File: src/rtl/branch_resolver_if.sv
`default_nettype none
// ============================================================================
//  Module      : branch_resolver_if
//  Description : Fetch/decode/predictor-update signal bundle for branch_resolver.
//  Revision    : 1.0 - initial release
// ============================================================================
interface branch_resolver_if;
    logic        pushf;
    logic [31:0] pcf;
    logic        predtakenf;
    logic [31:0] predtargetf;
    logic        resolved;
    logic        actualtaken;
    logic [31:0] actualtarget;
    logic        upd_ready;

    logic        redirect;
    logic [31:0] redirectpc;
    logic        upd_valid;
    logic [31:0] upd_pc;
    logic        upd_taken;
    logic [31:0] upd_target;
    logic        full;
    logic        empty;
    logic        stallres;
    logic        orphan;
    logic [15:0] brcount;
    logic [15:0] mispcount;

    modport master (
        output pushf, pcf, predtakenf, predtargetf,
        output resolved, actualtaken, actualtarget, upd_ready,
        input  redirect, redirectpc, upd_valid, upd_pc, upd_taken, upd_target,
        input  full, empty, stallres, orphan, brcount, mispcount
    );

    modport slave (
        input  pushf, pcf, predtakenf, predtargetf,
        input  resolved, actualtaken, actualtarget, upd_ready,
        output redirect, redirectpc, upd_valid, upd_pc, upd_taken, upd_target,
        output full, empty, stallres, orphan, brcount, mispcount
    );
endinterface
`default_nettype wire

File: src/rtl/branch_resolver.sv
`default_nettype none
// ============================================================================
//  Module      : branch_resolver
//  Description : Tracks in-flight predicted branches, detects mispredicts at
//                decode, issues fetch redirects and queues predictor updates.
//  Revision    : 1.0 - initial release
// ============================================================================
module branch_resolver (
    input  wire                clk,
    input  wire                reset,
    branch_resolver_if.slave   br
);
    localparam logic [2:0]  c_FIFO_FULL = 3'd4;
    localparam logic [1:0]  c_UQ_FULL   = 2'd2;
    localparam logic [15:0] c_CNT_MAX   = 16'hFFFF;

    // In-flight prediction FIFO
    logic [31:0] r_fifo_pc  [0:3];
    logic [31:0] r_fifo_tgt [0:3];
    logic [3:0]  r_fifo_pt;
    logic [1:0]  r_rptr;
    logic [1:0]  r_wptr;
    logic [2:0]  r_count;

    // Predictor update queue
    logic [31:0] r_uq_pc  [0:1];
    logic [31:0] r_uq_tgt [0:1];
    logic [1:0]  r_uq_taken;
    logic        r_uq_rptr;
    logic        r_uq_wptr;
    logic [1:0]  r_uq_count;

    logic        r_redirect;
    logic [31:0] r_redirectpc;
    logic        r_orphan;
    logic [15:0] r_brcount;
    logic [15:0] r_mispcount;

    logic        w_empty;
    logic        w_full;
    logic        w_pop;
    logic        w_push;
    logic        w_misp;
    logic [31:0] w_head_pc;
    logic [31:0] w_head_tgt;
    logic        w_head_pt;
    logic        w_uq_full;
    logic        w_deq;
    logic        w_enq;

    assign w_empty    = (r_count == 3'd0);
    assign w_full     = (r_count == c_FIFO_FULL);
    assign w_head_pc  = r_fifo_pc[r_rptr];
    assign w_head_tgt = r_fifo_tgt[r_rptr];
    assign w_head_pt  = r_fifo_pt[r_rptr];

    assign w_pop  = br.resolved && !w_empty;
    assign w_misp = w_pop &&
                    ((w_head_pt != br.actualtaken) ||
                     (w_head_pt && br.actualtaken && (w_head_tgt != br.actualtarget)));
    // A full FIFO can still accept when the head leaves cleanly; a flush discards the push.
    assign w_push = br.pushf && !w_misp && (!w_full || w_pop);

    assign w_uq_full = (r_uq_count == c_UQ_FULL);
    assign w_deq     = (r_uq_count != 2'd0) && br.upd_ready;
    assign w_enq     = w_pop && (!w_uq_full || w_deq);

    always_ff @(posedge clk) begin
        if (w_push) begin
            r_fifo_pc[r_wptr]  <= br.pcf;
            r_fifo_tgt[r_wptr] <= br.predtargetf;
            r_fifo_pt[r_wptr]  <= br.predtakenf;
        end
        if (w_enq) begin
            r_uq_pc[r_uq_wptr]    <= w_head_pc;
            r_uq_tgt[r_uq_wptr]   <= br.actualtarget;
            r_uq_taken[r_uq_wptr] <= br.actualtaken;
        end
    end

    always_ff @(posedge clk) begin
        if (reset) begin
            r_rptr       <= 2'd0;
            r_wptr       <= 2'd0;
            r_count      <= 3'd0;
            r_uq_rptr    <= 1'b0;
            r_uq_wptr    <= 1'b0;
            r_uq_count   <= 2'd0;
            r_redirect   <= 1'b0;
            r_redirectpc <= 32'd0;
            r_orphan     <= 1'b0;
            r_brcount    <= 16'd0;
            r_mispcount  <= 16'd0;
        end else begin
            if (w_misp) begin
                r_rptr  <= r_wptr;
                r_count <= 3'd0;
            end else begin
                r_rptr  <= r_rptr + {1'b0, w_pop};
                r_wptr  <= r_wptr + {1'b0, w_push};
                r_count <= r_count + {2'b00, w_push} - {2'b00, w_pop};
            end

            r_uq_rptr  <= r_uq_rptr ^ w_deq;
            r_uq_wptr  <= r_uq_wptr ^ w_enq;
            r_uq_count <= r_uq_count + {1'b0, w_enq} - {1'b0, w_deq};

            r_redirect <= w_misp;
            if (w_misp) begin
                r_redirectpc <= br.actualtaken ? br.actualtarget : (w_head_pc + 32'd4);
            end

            if (br.resolved && w_empty) begin
                r_orphan <= 1'b1;
            end
            if (w_pop && (r_brcount != c_CNT_MAX)) begin
                r_brcount <= r_brcount + 16'd1;
            end
            if (w_misp && (r_mispcount != c_CNT_MAX)) begin
                r_mispcount <= r_mispcount + 16'd1;
            end
        end
    end

    assign br.redirect   = r_redirect;
    assign br.redirectpc = r_redirectpc;
    assign br.upd_valid  = (r_uq_count != 2'd0);
    assign br.upd_pc     = r_uq_pc[r_uq_rptr];
    assign br.upd_taken  = r_uq_taken[r_uq_rptr];
    assign br.upd_target = r_uq_tgt[r_uq_rptr];
    assign br.full       = w_full;
    assign br.empty      = w_empty;
    assign br.stallres   = w_uq_full;
    assign br.orphan     = r_orphan;
    assign br.brcount    = r_brcount;
    assign br.mispcount  = r_mispcount;
endmodule
`default_nettype wire
File: src/flat_wrapper.sv
// flat-port wrapper written by rule: the top's interface ports become plain ports
module branch_resolver_flat 
  (clk, reset, br_pushf, br_pcf, br_predtakenf, br_predtargetf, br_resolved, br_actualtaken, br_actualtarget, br_upd_ready, br_redirect, br_redirectpc, br_upd_valid, br_upd_pc, br_upd_taken, br_upd_target, br_full, br_empty, br_stallres, br_orphan, br_brcount, br_mispcount);
  branch_resolver_if br_i ();
  input  wire clk;
  input  wire reset;
  input wire logic [$bits(br_i.pushf)-1:0] br_pushf;
  input wire logic [$bits(br_i.pcf)-1:0] br_pcf;
  input wire logic [$bits(br_i.predtakenf)-1:0] br_predtakenf;
  input wire logic [$bits(br_i.predtargetf)-1:0] br_predtargetf;
  input wire logic [$bits(br_i.resolved)-1:0] br_resolved;
  input wire logic [$bits(br_i.actualtaken)-1:0] br_actualtaken;
  input wire logic [$bits(br_i.actualtarget)-1:0] br_actualtarget;
  input wire logic [$bits(br_i.upd_ready)-1:0] br_upd_ready;
  output wire logic [$bits(br_i.redirect)-1:0] br_redirect;
  output wire logic [$bits(br_i.redirectpc)-1:0] br_redirectpc;
  output wire logic [$bits(br_i.upd_valid)-1:0] br_upd_valid;
  output wire logic [$bits(br_i.upd_pc)-1:0] br_upd_pc;
  output wire logic [$bits(br_i.upd_taken)-1:0] br_upd_taken;
  output wire logic [$bits(br_i.upd_target)-1:0] br_upd_target;
  output wire logic [$bits(br_i.full)-1:0] br_full;
  output wire logic [$bits(br_i.empty)-1:0] br_empty;
  output wire logic [$bits(br_i.stallres)-1:0] br_stallres;
  output wire logic [$bits(br_i.orphan)-1:0] br_orphan;
  output wire logic [$bits(br_i.brcount)-1:0] br_brcount;
  output wire logic [$bits(br_i.mispcount)-1:0] br_mispcount;
  assign br_i.pushf = br_pushf;
  assign br_i.pcf = br_pcf;
  assign br_i.predtakenf = br_predtakenf;
  assign br_i.predtargetf = br_predtargetf;
  assign br_i.resolved = br_resolved;
  assign br_i.actualtaken = br_actualtaken;
  assign br_i.actualtarget = br_actualtarget;
  assign br_i.upd_ready = br_upd_ready;
  assign br_redirect = br_i.redirect;
  assign br_redirectpc = br_i.redirectpc;
  assign br_upd_valid = br_i.upd_valid;
  assign br_upd_pc = br_i.upd_pc;
  assign br_upd_taken = br_i.upd_taken;
  assign br_upd_target = br_i.upd_target;
  assign br_full = br_i.full;
  assign br_empty = br_i.empty;
  assign br_stallres = br_i.stallres;
  assign br_orphan = br_i.orphan;
  assign br_brcount = br_i.brcount;
  assign br_mispcount = br_i.mispcount;
  branch_resolver u_core (.clk(clk), .reset(reset), .br(br_i));
endmodule
File: config.mk
export PLATFORM = sky130hd
export DESIGN_NAME = branch_resolver_flat
export DESIGN_NICKNAME = d
export VERILOG_FILES = /design/src/rtl/branch_resolver_if.sv /design/src/rtl/branch_resolver.sv /design/src/flat_wrapper.sv
export SDC_FILE = /design/constraint.sdc
export NUM_CORES = 1
export LEC_CHECK = 0
export ABC_AREA = 1
export BUFFER_PORTS_ARGS = -buffer_cell sky130_fd_sc_hd__buf_4
export CAP_MARGIN = 15
export CORE_MARGIN = 2
export CORE_UTILIZATION = 55
export CTS_CLUSTER_DIAMETER = 100
export DETAILED_ROUTE_END_ITERATION = 10
export GPL_TIMING_DRIVEN = 0
export PLACE_DENSITY_LB_ADDON = 0.05
export SLEW_MARGIN = 20
export SYNTH_ARGS = -nofsm -noshare
export SYNTH_HDL_FRONTEND = slang
export SYNTH_SLANG_ARGS = --single-unit
File: constraint.sdc
create_clock -name clk -period 14 [get_ports clk]
set_clock_uncertainty 0.2 [all_clocks]
set_input_delay 3.5 -clock clk [delete_from_list [all_inputs] [get_ports clk]]
set_output_delay 3.5 -clock clk [all_outputs]
set_load 0.05 [all_outputs]
==> results.sh <==
export IMPL_status="completed"
export IMPL_rsz0062_at_grt="false"
export IMPL_totalWireLength_um=55900
export IMPL_finalHoldViolations=0
export IMPL_grt_pass1_wl_um=83500
export IMPL_cp_max_fo=10
export IMPL_total_power_w=0.00529
export IMPL_syn_inst=2040
export IMPL_wl_met2_um=26300
export IMPL_max_stage_delay_ps=620
export IMPL_dp_hpwl_um=40100
export IMPL_synth_top_flop_cell="edfxtp_1"
export IMPL_synth_compound_area_share_pct=2.29
export IMPL_wire_per_inst_um=19.6
export IMPL_top_layer="met5"
export IMPL_num_io_pins=238
export IMPL_switching_share_pct=40.7
export IMPL_cts_max_level=2
export IMPL_synth_mux_area_share_pct=0
export IMPL_clock_insertion_delay_worst_skew_ps=590
export IMPL_leakage_nw=10.2
export IMPL_syn_num_nets=2156
export IMPL_critPathSlowestCell="buf_1"
export IMPL_clkTransAtPathRegs_ps=60
export IMPL_cts_buffers=48
export IMPL_vias=15400
export IMPL_critPathKind="reg -> out"
export IMPL_antenna_found_initial=2
export IMPL_reg2reg_slack_ps=9370
export IMPL_async_flop_share_pct=0
export IMPL_die_x_um=196
export IMPL_setup_viol=0
export IMPL_hold_class="reg -> reg"
export IMPL_intPower_w=0.00313
export IMPL_hold_path_endpoint="u_core.r_uq_count[1]"
export IMPL_critical_path_top_delay_family="buffers and inverters"
export IMPL_arrival_ps=2720
export IMPL_period_minus_slack_ps=6420
export IMPL_cp_data_required_time_ps=10300
export IMPL_first_iter_violations=1463
export IMPL_drc=0
export IMPL_synth_adder_area_share_pct=0.841
export IMPL_io_buffers=236
export IMPL_cts_buffer_depth=3
export IMPL_synth_edff_count=390
export IMPL_slew_headroom_pct=44.7
export IMPL_setup_ws_ps=7580
export IMPL_area_delta_synth_final_pct=21.2
export IMPL_crit_top_cell="nand2_1"
export IMPL_die_y_um=196
export IMPL_cts_root_buf="clkbuf_16"
export IMPL_synth_top_family_by_area="simple AND/OR/NAND/NOR gates"
export IMPL_ys_ff_latch=467
export IMPL_synthXorXnorAreaFrac_pct=0.952
export IMPL_timing_rr_start="u_core.r_rptr[1]"
export IMPL_cts_tree="built"
export IMPL_synthTopCellsByArea="edfxtp_1 58%, nand2_1 16%, dfxtp_1 7.6%, nand3_1 4.2%, inv_1 2.5%"
export IMPL_core_area_mm2=0.0364
export IMPL_start_util_pct=55.5
export IMPL_ir_drop_mv=0.124
export IMPL_numClockSinks=467
export IMPL_grt_max_degree=41
export IMPL_syn_area_per_cell_um2=9.92
export IMPL_antenna_left=0
export IMPL_met3WireLength_um=4330
export IMPL_layout_cells_non_filler=2848
export IMPL_nets=2456
export IMPL_seqPwrFrac_pct=35.7
export IMPL_ctsResizeCount=0
export IMPL_r2r_cells=15
export IMPL_worstHoldStart="u_core.r_uq_count[1]"
export IMPL_cellPowerDensity_mw_per_mm2=216
export IMPL_tightest_slew_ps=829
export IMPL_hold_worst_slack_ps=250
export IMPL_cp_end_kind="primary output"
export IMPL_die_area_mm2=0.0383
export IMPL_comb_power_share_pct=40.9
export IMPL_seq_area_frac_synth_pct=65.5
export IMPL_dp_cells=2758
export IMPL_ctsHoldBuffers=0
export IMPL_slew_viol_final=0
export IMPL_synth_top_area_share_pct=57.9
export IMPL_pwr_share_clk_pct=23.5
export IMPL_cp_cell_sequence="inv_1 -> clkbuf_1 -> buf_1 -> nand2_1 -> nand2_1 -> buf_4"
export IMPL_viasPerCell=5.40
export IMPL_met1_length_um=23700
export IMPL_maxCapViolCount=0
export IMPL_rr_endpoint="u_core.r_fifo_tgt[1][19]"
export IMPL_fin_tns_setup_ps=0
export IMPL_synth_area_mm2=0.0202
export IMPL_dr_pass1_iters=6
export IMPL_dp_slack_ps=7150
export IMPL_grt_pass1_vias=14400
export IMPL_track_usage_pct=29.2
export IMPL_ys_warn_count=0
export IMPL_post_route_period_util_pct=45.9
export IMPL_drive_above_1_share_pct=17.4
export IMPL_yosys_area_top_type="edfxtp_1"
export IMPL_cts_setup_buffers=0
export IMPL_gr_total_overflow=0
export IMPL_fp_row_count=70
export IMPL_switchingPower_w=0.00215
export IMPL_start_kind="register"
export IMPL_whs_path_depth=1
export IMPL_place_congestion=0.879
export IMPL_cp_num_buf_inv=4
export IMPL_synth_simple_gate_area_share_pct=25.3
export IMPL_synth_cell_types=43
export IMPL_cp_depth=6
export IMPL_max_freq_mhz=156
-- Yosys cell counts (6+ instances only) --
| master | n |
|---|---|
| xnor2_1 | 9 |
| o21ai_1 | 8 |
| nand2_1 | 862 |
| nand2_2 | 18 |
| inv_1 | 133 |
| buf_6 | 17 |
| nand3b_1 | 12 |
| nor2_1 | 100 |
| dfxtp_1 | 77 |
| nand3_1 | 170 |
| buf_4 | 6 |
| ha_1 | 12 |
| o21ai_0 | 40 |
| a21oi_1 | 18 |
| edfxtp_1 | 390 |
| nand4_1 | 22 |
| nor2_2 | 9 |
| xor2_1 | 13 |
| nor3_1 | 14 |
| buf_2 | 26 |
| clkbuf_1 | 32 |
-- worst reg2reg max path, cell delays in order, from the launching register on --
cell	delay, ps
dfxtp_1	370
inv_2	110
buf_6	170
buf_6	170
clkbuf_1	580
o21ai_0	200
o22ai_1	300
ha_1	300
inv_1	70
nand2_2	150
nand2_2	160
buf_6	170
nand3_2	230
nor2_4	700
buf_16	250
buf_16	190
-- cell families after synthesis --
family	count (synthesis)
AND/OR/NAND/NOR	1229
flip-flops	467
XOR/XNOR	22
adder cells (fa/ha/maj)	13
buffers and inverters	225
AO/OA/AOI/OAI	84
-- placed cells by master (no fill, tap or decap), types with 3 or more instances in the layout --
cell	n
nand3_2	4
xnor2_1	9
nor3_2	4
a31oi_1	4
o21ai_0	40
buf_12	5
nand2_1	862
buf_2	26
nand2_2	18
o22ai_1	5
a21oi_1	18
dfxtp_1	77
clkbuf_8	3
buf_1	4
nand4_1	22
clkbuf_16	50
nor4_1	3
nand3_1	170
buf_16	9
nor2_1	96
ha_1	10
buf_6	17
nand3b_1	12
inv_1	133
and2_1	3
clkbuf_1	46
nor2_2	9
nor3b_1	3
bufinv_16	3
nor2_4	5
buf_4	242
clkinv_1	12
nor3_1	14
clkinv_2	7
edfxtp_1	390
xor2_1	13
o21ai_1	8
inv_2	5
-- metrics by stage --
step	utilization [%]	area [um2]
5_1_grt	67.3	24500
3_3_place_gp	62.0	22600
3_5_place_dp	63.1	23000
2_1_floorplan	-	20200
6_report	67.3	24500
4_1_cts	67.3	24500
-- final cells by class --
type | instances | area (um2)
timing repair buffer | 250 | 2120
buffer | 85 | 502
clock inverter | 22 | 183
sequential | 467 | 13300
multi-input combinational | 1348 | 6000
antenna | 1 | 2.50
clock buffer | 67 | 1350
tap | 468 | 586
inverter | 140 | 531
fill | 2888 | 11900
-- layer usage --
metal / vias up / global-route usage (%)
li1: 7349 / -
met1: 7319 / 40.6
met5: - / 0
met4: 2 / 9.65
met2: 604 / 47.7
met3: 92 / 4.49
-- power by group through the flow --
stage	registers [W]	logic [W]	clock network (W)
after floorplan	0.00200	0.00130	0
after global routing	0.00190	0.00233	0.00131
after CTS	0.00189	0.00216	0.00125
after detailed placement	0.00191	0.00215	0
final	0.00189	0.00216	0.00124
after global placement	0.00195	0.00205	0
-- worst max path at each step --
stage	endpoint	start	slack [ps]
detailed placement	u_core.r_fifo_pc[3][3]	br_actualtarget[8]	7150
finish	br_upd_target[14]	u_core.r_uq_rptr	7580
CTS	br_upd_target[14]	u_core.r_uq_rptr	7570
floorplan	u_core.r_fifo_pc[0][0]	br_actualtarget[31]	6130
global placement	u_core.r_fifo_pc[0][26]	br_actualtarget[8]	2890
global route	br_upd_target[9]	u_core.r_uq_rptr	7500
-- registers in the layout, indices dropped and copies added (netlist names), 2 cells and up --
register / flops
u_core.r_count: 3
u_core.r_uq_pc: 64
u_core.br.redirectpc: 32
u_core.r_uq_count: 2
u_core.r_rptr: 2
u_core.r_uq_tgt: 64
u_core.r_fifo_tgt: 128
u_core.r_fifo_pt: 4
u_core.r_uq_taken: 2
u_core.r_wptr: 2
u_core.br.brcount: 16
u_core.br.mispcount: 16
u_core.r_fifo_pc: 128
Power figures use the tool's default switching activity.
